<file path="src/rtl/digit_serial_adder.sv">
// Digit-serial adder/subtractor: one CHUNK-bit adder slice is reused over
// WIDTH/CHUNK clocks, with the carry kept in a register between chunks.
module digit_serial_adder #(
    parameter int WIDTH = 16,
    parameter int CHUNK = 4
) (
    input  logic             clk,
    input  logic             rst,
    input  logic             in_valid,
    output logic             in_ready,
    input  logic [WIDTH-1:0] a,
    input  logic [WIDTH-1:0] b,
    input  logic             carry_in,
    input  logic             sub,
    output logic             out_valid,
    input  logic             out_ready,
    output logic [WIDTH-1:0] sum,
    output logic             carry_out,
    output logic             overflow,
    output logic             busy
);
    localparam int NCHUNK = WIDTH / CHUNK;
    localparam int CW     = (NCHUNK > 1) ? $clog2(NCHUNK) : 1;

    typedef enum logic [1:0] {IDLE, RUN, DONE} state_t;

    state_t            state, state_nxt;
    logic [WIDTH-1:0]  a_r, b_r, sum_r, sum_shift;
    logic              carry_r, carry_out_r, overflow_r;
    logic [CW-1:0]     cnt;
    logic [CHUNK:0]    slice;
    logic              last;

    function automatic logic [CHUNK:0] chunk_add(input logic [CHUNK-1:0] x,
                                                 input logic [CHUNK-1:0] y,
                                                 input logic             ci);
        return {1'b0, x} + {1'b0, y} + {{CHUNK{1'b0}}, ci};
    endfunction

    // Carry into the slice MSB is recovered from its operand and sum bits.
    function automatic logic msb_carry_in(input logic x, input logic y, input logic s);
        return x ^ y ^ s;
    endfunction

    assign slice = chunk_add(a_r[CHUNK-1:0], b_r[CHUNK-1:0], carry_r);
    assign last  = (cnt == CW'(NCHUNK - 1));

    generate
        if (CHUNK == WIDTH) begin : g_full
            assign sum_shift = slice[CHUNK-1:0];
        end else begin : g_part
            assign sum_shift = {slice[CHUNK-1:0], sum_r[WIDTH-1:CHUNK]};
        end
    endgenerate

    always_ff @(posedge clk or posedge rst) begin
        if (rst) begin
            state <= IDLE;
        end else begin
            state <= state_nxt;
        end
    end

    always_comb begin
        state_nxt = state;
        case (state)
            IDLE:    if (in_valid)  state_nxt = RUN;
            RUN:     if (last)      state_nxt = DONE;
            DONE:    if (out_ready) state_nxt = IDLE;
            default:                state_nxt = IDLE;
        endcase
    end

    always_comb begin
        in_ready  = (state == IDLE);
        out_valid = (state == DONE);
        busy      = (state != IDLE);
    end

    always_ff @(posedge clk or posedge rst) begin
        if (rst) begin
            a_r         <= '0;
            b_r         <= '0;
            sum_r       <= '0;
            carry_r     <= 1'b0;
            carry_out_r <= 1'b0;
            overflow_r  <= 1'b0;
            cnt         <= '0;
        end else begin
            case (state)
                IDLE: begin
                    if (in_valid) begin
                        // Subtraction is A + ~B + ~borrow_in.
                        a_r     <= a;
                        b_r     <= sub ? ~b : b;
                        carry_r <= sub ^ carry_in;
                        cnt     <= '0;
                    end
                end
                RUN: begin
                    a_r     <= a_r >> CHUNK;
                    b_r     <= b_r >> CHUNK;
                    sum_r   <= sum_shift;
                    carry_r <= slice[CHUNK];
                    cnt     <= cnt + 1'b1;
                    if (last) begin
                        carry_out_r <= slice[CHUNK];
                        overflow_r  <= msb_carry_in(a_r[CHUNK-1], b_r[CHUNK-1],
                                                    slice[CHUNK-1]) ^ slice[CHUNK];
                    end
                end
                default: ;
            endcase
        end
    end

    assign sum       = sum_r;
    assign carry_out = carry_out_r;
    assign overflow  = overflow_r;
endmodule

</file>
<file path="config.mk">
export PLATFORM = sky130hd
export DESIGN_NAME = digit_serial_adder
export DESIGN_NICKNAME = d
export VERILOG_FILES = /design/src/rtl/digit_serial_adder.sv
export SDC_FILE = /design/constraint.sdc
export NUM_CORES = 1
export LEC_CHECK = 0
export ABC_AREA = 1
export CORE_MARGIN = 10
export CORE_UTILIZATION = 50
export CTS_CLUSTER_SIZE = 40
export DETAILED_ROUTE_END_ITERATION = 7
export PLACE_DENSITY = 0.79
export SLEW_MARGIN = 20
export SYNTH_ARGS = -nofsm -noshare
export SYNTH_HDL_FRONTEND = slang
export SYNTH_SLANG_ARGS = --single-unit
</file>
<file path="constraint.sdc">
create_clock -name clk -period 1.8 [get_ports clk]
set_input_delay 0.27 -clock clk [delete_from_list [all_inputs] [get_ports clk]]
set_output_delay 0.27 -clock clk [all_outputs]
set_load 0.01 [all_outputs]
</file>
==> results of run 1 <==
==> per-stage QoR <==
stage          worst slack (ns)  total power [W]  instances
6_report                  0.122          0.00530        433
5_1_grt                  0.0297          0.00582        433
4_1_cts                  0.0625          0.00538        433
3_5_place_dp              0.103          0.00470        426
3_3_place_gp              0.164          0.00460        426
2_1_floorplan             0.187          0.00394        308
==> area by class of cell <==
type                    count  area share
repair buffers             62       0.189
inverters                  13      0.0174
multi-input cells         226       0.334
well taps                  70      0.0259
flip-flops and latches     55       0.408
clock buffers               6      0.0245
clock inverters             1     0.00148
==> what timing repair did <==
action / in CTS / in global routing
resized for setup: 0 / 2
buffers inserted: 0 / 0
hold buffers: 0 / 0
endpoints found under the setup margin: 0 / 2
==> state kept, by name (all words and copies together), names as in the netlist <==
name	count
a_r	16
b_r	16
carry_out	1
carry_r	1
cnt	2
overflow	1
state	2
sum	16
==> logic make-up after synthesis <==
family,synth area share
and+or+nand+nor,0.293
DFF,0.512
buffers and inverters,0.0689
xor gates and xnor gates,0.0554
AOI/OAI and AO/OA,0.0368
adders and majority gates,0.0335
==> power groups by stage <==
stage | Combinational [W] | Sequential (W) | Clock (W)
after global placement | 0.00250 | 0.00210 | 0
after detailed placement | 0.00257 | 0.00212 | 0
final | 0.00254 | 0.00210 | 0.000668
after floorplan | 0.00181 | 0.00213 | 0
after CTS | 0.00258 | 0.00210 | 0.000693
after global routing | 0.00290 | 0.00217 | 0.000750
==> worst min-delay path by stage <==
stage	from	to	slack (ns)	cells past startpoint
2_1_floorplan	out_ready	state[1]	0.37	1
3_3_place_gp	a_r[13]	a_r[13]	0.46	2
3_5_place_dp	sum[3]	sum[3]	0.47	2
4_1_cts	rst	sum[0]	0.33	3
5_1_grt	rst	overflow	0.34	3
6_report	rst	sum[0]	0.32	3
==> layer usage <==
layer | share of wire | routed length, um
met4 | 0.0037 | 20
met5 | 0 | 0
met1 | 0.44 | 2400
met3 | 0.066 | 356
met2 | 0.49 | 2640
==> critical path, cell delays in order (launching register included) <==
cell and delay (ns):
dfrtp_1 0.44, nor2_1 0.12, clkdlybuf4s50_1 0.55
==> cells in the mapped netlist (4+ instances only) <==
library cell	n	area [um^2]
inv_1	9	33.8
xor2_1	13	114
dfrtp_1	55	1380
nand2_1	149	559
nor2_1	5	18.8
buf_4	5	37.5
xnor2_1	4	35.0
ha_1	4	50.1
buf_6	7	78.8
nand3_1	27	135
o21ai_2	4	35.0
==> out/results.tsv, run 1 <==
metric	value	unit
status	finished clean	
antenna_found_initial	0	
ys_seq_elements	55	
fillers	439	
min_path_type	primary input to asynchronous set/reset pin	
path_max_fanout	4	
finalSetupTns	0	ns
path_clk_slew	0.09	ns
crit_path_start	state[0]	
vias	2117	
power_frac_clock	0.126	
die_area	8710	um^2
wl	5420	um
grt_pass1_wl	9520	um
viasPerCell	4.89	
ys_types	27	
rr_endpoint	overflow	
initial_core_util	0.520	
design_area	3380	um^2
ys_seq_area_frac	0.512	
first_pass_iters	4	
io_pins	59	
gr-usage-met3	0.0432	
dp_hpwl	4010	um
switching_share	0.405	
holdWs	0.315	ns
worstSetupPathType	register to primary output	
core_area	5170	um^2
ant_nets	0	
final-setup-viol-count	0	
synth_nets	352	
synth_ff_type	dfrtp_1	
synth_edf_count	0	
rsz0062_at_grt	no	
slew_headroom	0.721	
num_rows	26	
regArea	1380	um^2
syn_inst	308	
cts_max_level	2	
worst_slew_pin_slew	0.418	ns
avgSynthCellArea	8.73	um^2
finalNetCount	407	
grt-ovfl-total	0	
fin_skew	0.00412	ns
drc_errors	0	
start_kind	register	
r2r_start	a_r[0]	
cts_tree	done	
arrival	1.41	ns
fp.dieW	93.3	um
critPathCaptureType	primary output	
io_buffers	58	
synthArstFlopShare	1.00	
crit_end	out_valid	
die_height	93.3	um
power.share.sequential	0.395	
reg2regPathDepth	10	
final_cell_mix	149 x nand2_1, 57 x clkdlybuf4s50_1, 55 x dfrtp_1	
cts_buffers	5	
clockRootBuffer	clkbuf_8	
fmax	596	MHz
ff2ff_setup_slack	0.15	ns
routedWlPerCell	12.5	um
power.density	1570	nW/um^2
drtIter0Drc	111	
placed_area	3280	um^2
finalCritPeriodShare	0.932	
hold_viol	0	
busiest_layer	met2	
drive_above_1_share	0.0771	
final_common_cell	nand2_1	
antenna_cells	0	
p_int	0.00315	W
clk-insertion-delay-late	0.30	ns
met1_usage	0.145	
final_core_util	0.653	
multi_input_area	1130	um^2
power.switching	0.00215	W
grt_max_degree	56	
clkSinkCount	55	
synth_area	2690	um^2
areaGrowthSynthToFinish	25.7	%
peakVddDrop	0.540	mV
ys_warn_count	0	
grt_pass1_vias	2210	
use_met2	0.233	
track_usage	0.130	
combPwrFrac	0.479	
required	1.53	ns
routabilityCongestion	0.921	
maxSlewViolCount	0	
p_leak	1.67	nW
period_minus_slack	1.68	ns
maxCapViolCount	0	
clockBufferDepth	2	
Note: power is estimated with default switching activity, not from simulation.
==> inputs of run 2 (changes only) <==
--- a/config.mk
+++ b/config.mk
@@ -7,10 +7,10 @@
 export LEC_CHECK = 0
 export ABC_AREA = 1
 export CORE_MARGIN = 10
-export CORE_UTILIZATION = 50
+export CORE_UTILIZATION = 54
 export CTS_CLUSTER_SIZE = 40
 export DETAILED_ROUTE_END_ITERATION = 7
-export PLACE_DENSITY = 0.79
+export PLACE_DENSITY = 0.85
 export SLEW_MARGIN = 20
 export SYNTH_ARGS = -nofsm -noshare
 export SYNTH_HDL_FRONTEND = slang
==> constraint.sdc (replaced) <==
create_clock -name clk -period 2 [get_ports clk]
set_input_delay 0.3 -clock clk [delete_from_list [all_inputs] [get_ports clk]]
set_output_delay 0.3 -clock clk [all_outputs]
set_load 0.01 [all_outputs]
==> run 2 against run 1 <==
  * Wire length increased by 0.48%
  * Hold slack improved by 0.031 ns
  * Core utilization increased by 4.5 points
  * Total power decreased by 11%
  * Worst setup slack improved by 0.12 ns
  * Clock skew increased by 0.0015 ns
  * Sequential power decreased by 10%
  * Design area decreased by 1.1%
  * Non-clock buffer count decreased by 2
  * Critical endpoint is now overflow
  * Clock power decreased by 12%
  * Via count increased by 1.4%
==> out/results.tsv, run 2 (synthesis results as in run 1) <==
metric	value	unit
status	finished clean	
critPathBufInv	2	
vias	2146	
r2r_start	a_r[0]	
finalPower	0.00472	W
clk-insertion-delay-late	0.31	ns
worst_slew_pin_slew	0.409	ns
crit_chain	fa_1 -> inv_1 -> fa_1 -> inv_1 -> nand2_1 -> nand2_1 -> nand2_1 -> nand2_1 -> nand3_1 -> nand2_1	
ff2ff_setup_slack	0.24	ns
drive_above_1_share	0.0691	
fmax	568	MHz
slowest_delay	0.47	ns
rsz0062_at_grt	no	
arrival	1.96	ns
cts_buffers	5	
grt_pass1_wl	9590	um
path_max_fanout	3	
final_core_util	0.698	
p_leak	1.64	nW
critPathSlowestCell	fa_1	
finalNetCount	405	
cts_tree	done	
final_common_cell	nand2_1	
antenna_cells	0	
path_clk_slew	0.09	ns
crit_top_cell	nand2_1	
io_pins	59	
start_kind	register	
drc_errors	0	
grt-ovfl-total	0	
grt_max_degree	56	
use_met2	0.239	
required	2.20	ns
die_area	8200	um^2
final-setup-viol-count	0	
finalSetupTns	0	ns
antenna_found_initial	0	
finalCritPeriodShare	0.881	
clkSinkCount	55	
initial_core_util	0.562	
drtIter0Drc	154	
core_area	4790	um^2
busiest_layer	met2	
post_cts_buffers	0	
period_minus_slack	1.76	ns
io_buffers	58	
grt_pass1_vias	2188	
worstSetupPathType	register to register	
cts-hold-fix-buffers	0	
track_usage	0.136	
fin_skew	0.00561	ns
cts_max_level	2	
first_pass_iters	4	
hold_viol	0	
wl	5450	um
clockRootBuffer	clkbuf_8	
crit_family	adder cells	
critPathCaptureType	register	
fp.dieW	90.5	um
areaGrowthSynthToFinish	24.2	%
peakVddDrop	0.742	mV
gr-usage-met3	0.0466	
die_height	90.5	um
final_cell_mix	149 x nand2_1, 58 x clkdlybuf4s50_1, 55 x dfrtp_1	
reg2regPathDepth	10	
holdWs	0.346	ns
viasPerCell	5.00	
ant_nets	0	
clockBufferDepth	2	
dp_hpwl	4040	um
met1_usage	0.152	
maxCapViolCount	0	
maxSlewViolCount	0	
num_rows	25	
power.density	1410	nW/um^2
cts_resized	0	
slew_headroom	0.727	
routabilityCongestion	0.932	
routedWlPerCell	12.7	um
min_path_type	primary input to asynchronous set/reset pin	
rr_endpoint	overflow	
-- run 2: metal layers --
metal,up-vias,part of all wire
li1,1068,-
met1,1006,0.42
met2,64,0.50
met3,8,0.071
met4,0,0.011
met5,-,0
-- run 2: stage by stage --
step	worst slack [ns]	std cells	instance area [um^2]
6_report	0.239	429	3340
5_1_grt	0.0922	429	3340
4_1_cts	0.255	429	3340
3_5_place_dp	0.283	421	3250
3_3_place_gp	0.364	421	3250
2_1_floorplan	0.357	308	2690
-- run 2: worst min-delay path, stage by stage --
cell             delay (ns)
clkdlybuf4s50_1        0.41
inv_2                  0.07
buf_12                 0.27
-- run 2: layout make-up --
| cell class | instances | area, um^2 |
|---|---|---|
| fill | 407 | 1450 |
| inverter | 13 | 58.8 |
| timing repair buffer | 60 | 608 |
| clock buffer | 6 | 72.6 |
| sequential | 55 | 1380 |
| multi-input combinational | 226 | 1130 |
| clock inverter | 2 | 12.5 |
| tap | 67 | 83.8 |
-- run 2: worst max-delay path by stage --
stage / startpoint / end / slack (ns) / depth (start not counted)
finish: a_r[0] / overflow / 0.24 / 10
global route: a_r[0] / overflow / 0.09 / 10
CTS: a_r[0] / overflow / 0.25 / 10
detailed placement: a_r[0] / overflow / 0.28 / 10
global placement: a_r[0] / overflow / 0.36 / 10
floorplan: rst / a_r[0] / 0.36 / 1
-- run 2: power breakdown --
part | switching (W) | leakage (nW) | internal [W]
clock | 0.000342 | 0.0412 | 0.000245
combinational | 0.00131 | 0.888 | 0.000938
sequential | 0.000295 | 0.706 | 0.00159
total | 0.00195 | 1.64 | 0.00277
